**config.mk**
```make
export PLATFORM = sky130hd
export DESIGN_NAME = col_parity_stage
export DESIGN_NICKNAME = d
export VERILOG_FILES = /design/src/rtl/col_parity_stage.sv
export SDC_FILE = /design/constraint.sdc
export NUM_CORES = 1
export LEC_CHECK = 0
export CELL_PAD_IN_SITES_DETAIL_PLACEMENT = 0
export CELL_PAD_IN_SITES_GLOBAL_PLACEMENT = 1
export CORE_MARGIN = 2
export CORE_UTILIZATION = 29
export DETAILED_ROUTE_END_ITERATION = 12
export MAX_ROUTING_LAYER = met4
export PLACE_DENSITY_LB_ADDON = 0.1
export SYNTH_ARGS = -nofsm -noshare
export SYNTH_HDL_FRONTEND = slang
export SYNTH_SLANG_ARGS = --single-unit
```
**constraint.sdc**
```tcl
create_clock -name clk -period 1.8 [get_ports clk]
set_input_delay 0.36 -clock clk [delete_from_list [all_inputs] [get_ports clk]]
set_output_delay 0.36 -clock clk [all_outputs]
set_load 0.01 [all_outputs]
```
**src/rtl/col_parity_stage.sv**
```systemverilog
// Column-parity (theta) stage: streams 64 slices from the state memory and writes back
// each slice XORed with its own and its predecessor's column parities. Option: COL_PARITY_BYPASS_EN.
module col_parity_stage #(
  parameter int SLICES = 64,
  parameter int WIDTH  = 25
) (
  input  logic                      clk,
  input  logic                      rst,
  input  logic                      start,
`ifdef COL_PARITY_BYPASS_EN
  input  logic                      bypass,
`endif
  output logic                      rd_en,
  output logic [$clog2(SLICES)-1:0] rd_addr,
  input  logic [WIDTH-1:0]          rd_data,
  output logic                      wr_en,
  output logic [$clog2(SLICES)-1:0] wr_addr,
  output logic [WIDTH-1:0]          wr_data,
  output logic                      busy,
  output logic                      done
);

  localparam int AW = $clog2(SLICES);
  localparam logic [AW-1:0] LAST_IDX = AW'(SLICES - 1);

  typedef enum logic [2:0] {IDLE, PRIME, RUN, LAST, DONE} state_t;

  state_t        state_q, state_d;
  logic [AW-1:0] cnt_q, cnt_d;
  logic [4:0]    prev_par_q, prev_par_d;
  logic          rd_en_q, rd_en_d;
  logic [AW-1:0] rd_addr_q, rd_addr_d;
  logic          wr_en_q, wr_en_d;
  logic [AW-1:0] wr_addr_q, wr_addr_d;
  logic          busy_q, busy_d;
  logic          done_q, done_d;
`ifdef COL_PARITY_BYPASS_EN
  logic          bypass_q, bypass_d;
`endif

  function automatic logic [4:0] col_par(input logic [WIDTH-1:0] s);
    logic [4:0] p;
    for (int x = 0; x < 5; x++) begin
      p[x] = s[x] ^ s[5+x] ^ s[10+x] ^ s[15+x] ^ s[20+x];
    end
    return p;
  endfunction

  function automatic logic [WIDTH-1:0] theta(input logic [WIDTH-1:0] s,
                                             input logic [4:0]       pprev);
    logic [4:0]       pcur;
    logic [WIDTH-1:0] o;
    pcur = col_par(s);
    for (int y = 0; y < 5; y++) begin
      for (int x = 0; x < 5; x++) begin
        o[5*y+x] = s[5*y+x] ^ pcur[(x+4)%5] ^ pprev[(x+1)%5];
      end
    end
    return o;
  endfunction

  // Outputs are computed one cycle ahead so every strobe and address leaves a flop.
  always_comb begin
    // NOTE: every _d gets a default first, so no path through the case can infer a latch.
    state_d    = state_q;
    cnt_d      = cnt_q;
    prev_par_d = prev_par_q;
    rd_en_d    = 1'b0;
    rd_addr_d  = '0;
    wr_en_d    = 1'b0;
    wr_addr_d  = '0;
    busy_d     = 1'b0;
    done_d     = 1'b0;
`ifdef COL_PARITY_BYPASS_EN
    bypass_d   = bypass_q;
`endif
    unique case (state_q)
      IDLE: begin
        if (start) begin
          state_d   = PRIME;
          rd_en_d   = 1'b1;
          rd_addr_d = LAST_IDX;
          busy_d    = 1'b1;
`ifdef COL_PARITY_BYPASS_EN
          bypass_d  = bypass;
`endif
        end
      end
      PRIME: begin
        state_d   = RUN;
        cnt_d     = '0;
        rd_en_d   = 1'b1;
        rd_addr_d = '0;
        busy_d    = 1'b1;
      end
      RUN: begin
        // Slice read at cnt is written next cycle; RUN 0 only primes prev_par with slice 63.
        prev_par_d = col_par(rd_data);
        wr_en_d    = 1'b1;
        wr_addr_d  = cnt_q;
        busy_d     = 1'b1;
        if (cnt_q == LAST_IDX) begin
          state_d = LAST;
          cnt_d   = '0;
        end else begin
          cnt_d     = cnt_q + 1'b1;
          rd_en_d   = 1'b1;
          rd_addr_d = cnt_q + 1'b1;
        end
      end
      LAST: begin
        state_d = DONE;
        done_d  = 1'b1;
      end
      DONE: state_d = IDLE;
      default: state_d = IDLE;
    endcase
  end

  always_ff @(posedge clk) begin
    // NOTE: state registers use non-blocking assignments so all flops update together.
    if (rst) begin
      state_q    <= IDLE;
      cnt_q      <= '0;
      prev_par_q <= '0;
      rd_en_q    <= 1'b0;
      rd_addr_q  <= '0;
      wr_en_q    <= 1'b0;
      wr_addr_q  <= '0;
      busy_q     <= 1'b0;
      done_q     <= 1'b0;
`ifdef COL_PARITY_BYPASS_EN
      bypass_q   <= 1'b0;
`endif
    end else begin
      state_q    <= state_d;
      cnt_q      <= cnt_d;
      prev_par_q <= prev_par_d;
      rd_en_q    <= rd_en_d;
      rd_addr_q  <= rd_addr_d;
      wr_en_q    <= wr_en_d;
      wr_addr_q  <= wr_addr_d;
      busy_q     <= busy_d;
      done_q     <= done_d;
`ifdef COL_PARITY_BYPASS_EN
      bypass_q   <= bypass_d;
`endif
    end
  end

  // rd_data arrives a cycle after its read, so the write data comes straight off it.
  always_comb begin
    wr_data = '0;
    if (wr_en_q) begin
`ifdef COL_PARITY_BYPASS_EN
      wr_data = bypass_q ? rd_data : theta(rd_data, prev_par_q);
`else
      wr_data = theta(rd_data, prev_par_q);
`endif
    end
  end

  assign rd_en   = rd_en_q;
  assign rd_addr = rd_addr_q;
  assign wr_en   = wr_en_q;
  assign wr_addr = wr_addr_q;
  assign busy    = busy_q;
  assign done    = done_q;

endmodule

```
==> tab_implementation.tex, run 1 <==
\begin{tabular}{lr}
\hline
Metric & Value \\
\hline
\multicolumn{2}{l}{\textbf{Outcome}} \\
\quad Outcome & complete, but fails checks \\
\quad Violated checks & setup timing \\
\multicolumn{2}{l}{\textbf{Worst setup path}} \\
\quad Launching element type of the critical path & input port \\
\quad Launch instance of the worst register-to-register path & cnt\_q[0] \\
\quad Crit Path Class & in -> out \\
\quad Worst setup path endpoint & wr\_data[24] \\
\quad Crit path max fanout & 5 \\
\quad Required arrival time at the worst endpoint & 1.44 ns \\
\quad Critical Path AT & 1.78 ns \\
\quad Launch point of the worst path & rd\_data[18] \\
\quad Setup slack on the worst flop-to-flop path & 0.10 ns \\
\quad Reg2Reg Capture Point & rd\_addr[5] \\
\quad Length in cells of the worst reg-to-reg path & 5 \\
\quad Critical path endpoint category & output port \\
\multicolumn{2}{l}{\textbf{Die}} \\
\quad Die width & 83.8 um \\
\quad Y dimension of the die & 83.8 um \\
\quad Area enclosed by the die boundary & 0.00702 mm2 \\
\quad Floorplan row count & 29 \\
\quad Number of primary I/O pins & 69 \\
\quad Effective utilization at floorplan & 29.6\% \\
\quad Core region area & 0.00624 mm2 \\
\multicolumn{2}{l}{\textbf{Route}} \\
\quad Drt first pass iters & 4 \\
\quad Via count & 1,772 \\
\quad Drt drc & 0 \\
\quad Wire length after detailed routing & 4.95 mm \\
\quad Remaining number of nets flagged by the antenna check after routing & 0 \\
\quad Number of vias per cell after detailed routing & 4.42 \\
\quad Average wire per standard cell & 12.3 um \\
\quad Initial drt markers & 65 \\
\multicolumn{2}{l}{\textbf{Timing}} \\
\quad Worst Skew & 0.00311 ns \\
\quad Maximum achievable frequency & 0.467 GHz \\
\quad Crit share post-route & 119\% \\
\quad Setup slack of the critical path after layout & -0.342 ns \\
\quad Count of final hold-check violations & 0 \\
\quad Final critical path time including I/O delays and setup & 2.14 ns \\
\quad Max-slew violations & 0 \\
\quad Transition time at the pin with the least slew margin & 0.448 ns \\
\quad Unrepaired setup endpoints after global routing & true \\
\quad Smallest hold slack & 0.515 ns \\
\quad Worst rel slew slack & 69.9\% \\
\quad Final setup viols & 25 \\
\multicolumn{2}{l}{\textbf{Place}} \\
\quad Number of placed instances with taps included & 370 \\
\quad Number of buffers inserted by port buffering & 68 \\
\quad Placed wire-length estimate after detailed placement & 3.53 mm \\
\quad RD Place Congestion & 0.741 \\
\multicolumn{2}{l}{\textbf{CTS}} \\
\quad Clock H-tree levels & 2 \\
\quad Hold buffers post-CTS & 0 \\
\quad CTS tree & done \\
\quad Latest clock arrival within the worst-skew pair & 0.28 ns \\
\quad Maximum root-to-sink buffer count & 2 \\
\quad Clock buffers created by TritonCTS & 5 \\
\quad Clock Sinks & 30 \\
\quad Clock root buffer & clkbuf\_8 \\
\quad Clock Pin Slew Worst Setup and Hold Paths & 0.06 ns \\
\multicolumn{2}{l}{\textbf{Pwr}} \\
\quad Power after layout & 0.00230 W \\
\quad PD cells & 723 mW/mm2 \\
\quad Reported leakage power & 1.60 nW \\
\quad Worst ir drop on vdd & 0.000407 V \\
\multicolumn{2}{l}{\textbf{Global route}} \\
\quad Antenna violations before repair & 0 \\
\quad Largest net degree at the start of global routing & 16 \\
\quad Vias in the first global route & 1,756 \\
\quad Sum of overflow across all layers after global routing & 0 \\
\quad Total routing usage reported by global routing & 14.8\% \\
\quad Global-route wire length before repair & 8.14 mm \\
\multicolumn{2}{l}{\textbf{Finish}} \\
\quad Syn-to-layout area delta & 72.0\% \\
\quad Final core utilization & 50.9\% \\
\quad Final-stage net count & 354 \\
\quad Layout cells sized above 1 & 43.2\% \\
\quad Number of antenna repair diodes & 0 \\
\quad Fin cells & 401 \\
\multicolumn{2}{l}{\textbf{Logic synthesis}} \\
\quad Number of warnings issued by yosys & 0 \\
\quad Register area share after synthesis & 32.5\% \\
\quad Synth Area per Inst & 9.62 um2 \\
\quad Cell accounting for the most synthesized area & dfxtp\_1 \\
\quad Post-synth top area share & 32.5\% \\
\quad Mapped cell area & 0.00185 mm2 \\
\quad \#FFs+latches synth & 30 \\
\quad Synth Instances & 192 \\
\quad Nets in the synthesized netlist & 221 \\
\quad Distinct cells, synth & 26 \\
\quad Ranking of synthesized cells by area & dfxtp\_1, xor2\_1, xnor3\_1 \\
\multicolumn{2}{l}{\textbf{Worst hold path}} \\
\quad Class of the most critical hold timing path & reg -> reg \\
\quad Hold\_sp & prev\_par\_q[3] \\
\multicolumn{2}{l}{\textbf{Flow run}} \\
\quad Max-cap violations & 0 \\
\hline
\end{tabular}
[layer usage]
metal  GRT usage (%)  vias up  part of all wire (%)  routed length (um)
met2            24.2       53                    48                2390
met1            18.5      808                    46                2260
met3            2.97        6                   4.7                 231
li1                -      905                     -                   -
met4            4.40        0                   1.3                  63
met5               -        -                     0                   0
[how the worst min path moves through the flow]
| stage | end | depth (start not counted) | slack [ns] |
|---|---|---|---|
| finish | prev_par_q[3] | 2 | 0.52 |
| global route | prev_par_q[1] | 2 | 0.55 |
| CTS | prev_par_q[3] | 2 | 0.52 |
| detailed placement | prev_par_q[1] | 2 | 0.51 |
| global placement | prev_par_q[3] | 2 | 0.50 |
| floorplan | prev_par_q[1] | 2 | 0.46 |
[critical path: stages]
cell and delay [ns]:
buf_6 0.09, xnor3_1 0.41, xor3_2 0.35, buf_6 0.15
xor2_1 0.14, and2_1 0.14, buf_2 0.13
[cells in the mapped netlist, drive strengths merged]
library cell / instances
xnor3: 10
nor2: 9
dfxtp: 30
nand2: 13
a21oi: 15
and3: 7
or3b: 1
nand3b: 5
nand2b: 2
o21a: 2
mux2i: 1
nand3: 2
clkbuf: 12
o31ai: 3
or3: 2
inv: 1
o21ai: 3
and2: 25
a31oi: 2
xnor2: 12
nor3: 6
nand4: 1
xor2: 23
ha: 1
xor3: 4
[cells in the final DEF, fill, tap and decap left out, types with 2 or more instances in the layout]
| cell type | Yosys | layout |
|---|---|---|
| dfxtp_1 | 30 | 29 |
| or3_1 | 2 | 2 |
| nor3_1 | 6 | 6 |
| nand3b_1 | 5 | 5 |
| o21a_1 | 2 | 2 |
| xor2_1 | 23 | 23 |
| clkbuf_2 | 0 | 6 |
| a31oi_1 | 2 | 2 |
| and3_1 | 7 | 7 |
| dlygate4sd2_1 | 0 | 2 |
| nand2_1 | 13 | 13 |
| clkbuf_8 | 0 | 6 |
| buf_8 | 0 | 2 |
| buf_4 | 0 | 54 |
| clkdlybuf4s15_1 | 0 | 2 |
| xnor2_2 | 0 | 5 |
| buf_6 | 0 | 27 |
| and2_1 | 25 | 22 |
| clkdlybuf4s50_1 | 0 | 18 |
| xnor2_1 | 12 | 6 |
| buf_2 | 0 | 26 |
| and2_4 | 0 | 3 |
| nor2_1 | 9 | 9 |
| xnor3_2 | 2 | 3 |
| xor3_2 | 4 | 4 |
| nand3_1 | 2 | 2 |
| o31ai_1 | 3 | 3 |
| o21ai_0 | 3 | 3 |
| xnor3_1 | 8 | 7 |
| a21oi_1 | 15 | 15 |
| nand2b_1 | 2 | 2 |
[metrics by stage]
step / area [um2] / TNS (ns) / setup WS (ns)
floorplan: 1850 / 0 / 0.0214
global placement: 2920 / -25.21 / -1.02
detailed placement: 2920 / -25.37 / -1.03
CTS: 3120 / -9.42 / -0.503
global route: 3180 / -7.49 / -0.397
finish: 3180 / -6.31 / -0.342
[power breakdown]
| part | internal, W | switching (W) | leakage [nW] |
|---|---|---|---|
| clock | 0.000294 | 0.000227 | 0.0431 |
| combinational | 0.000667 | 0.000394 | 1.32 |
| sequential | 0.000698 | 0.0000155 | 0.245 |
[final cells by class]
class / instances / area, um2
Sequential cell: 30 / 602
Timing Repair Buffer: 138 / 1130
Clock buffer: 6 / 82.6
Tap cell: 77 / 96.3
Multi-Input combinational cell: 149 / 1260
Inverter: 1 / 3.75
Fill cell: 612 / 3070
[kinds of logic after synthesis]
| family | synth area share (%) |
|---|---|
| AO/OA/AOI/OAI | 7.59 |
| XOR/XNOR | 34.3 |
| adder cells (fa/ha/maj) | 0.677 |
| buffers and inverters | 2.64 |
| flip-flops | 32.5 |
| multiplexers | 0.542 |
| AND/OR/NAND/NOR | 21.7 |
[repair_timing]
item	CTS	global route
setup buffers	20	5
pin swaps	43	22
cloned	0	0
gates resized for setup	200	25
setup endpoints to repair	25	25
[state kept, by name, summed over array words and instances (netlist names)]
name	cells
cnt_q	6
rd_addr	6
wr_addr	6
prev_par_q	5
state_q	3
busy	1
done	1
rd_en	1
wr_en	1
No activity file was read; power rests on OpenSTA's default activity.
==> run 2, diff against run 1 <==
--- a/config.mk
+++ b/config.mk
@@ -5,6 +5,7 @@
 export SDC_FILE = /design/constraint.sdc
 export NUM_CORES = 1
 export LEC_CHECK = 0
+export CAP_MARGIN = 30
 export CELL_PAD_IN_SITES_DETAIL_PLACEMENT = 0
 export CELL_PAD_IN_SITES_GLOBAL_PLACEMENT = 1
 export CORE_MARGIN = 2
==> results of run 2 <==
No change in the layout: final DEF, timing and power equal those of run 1.
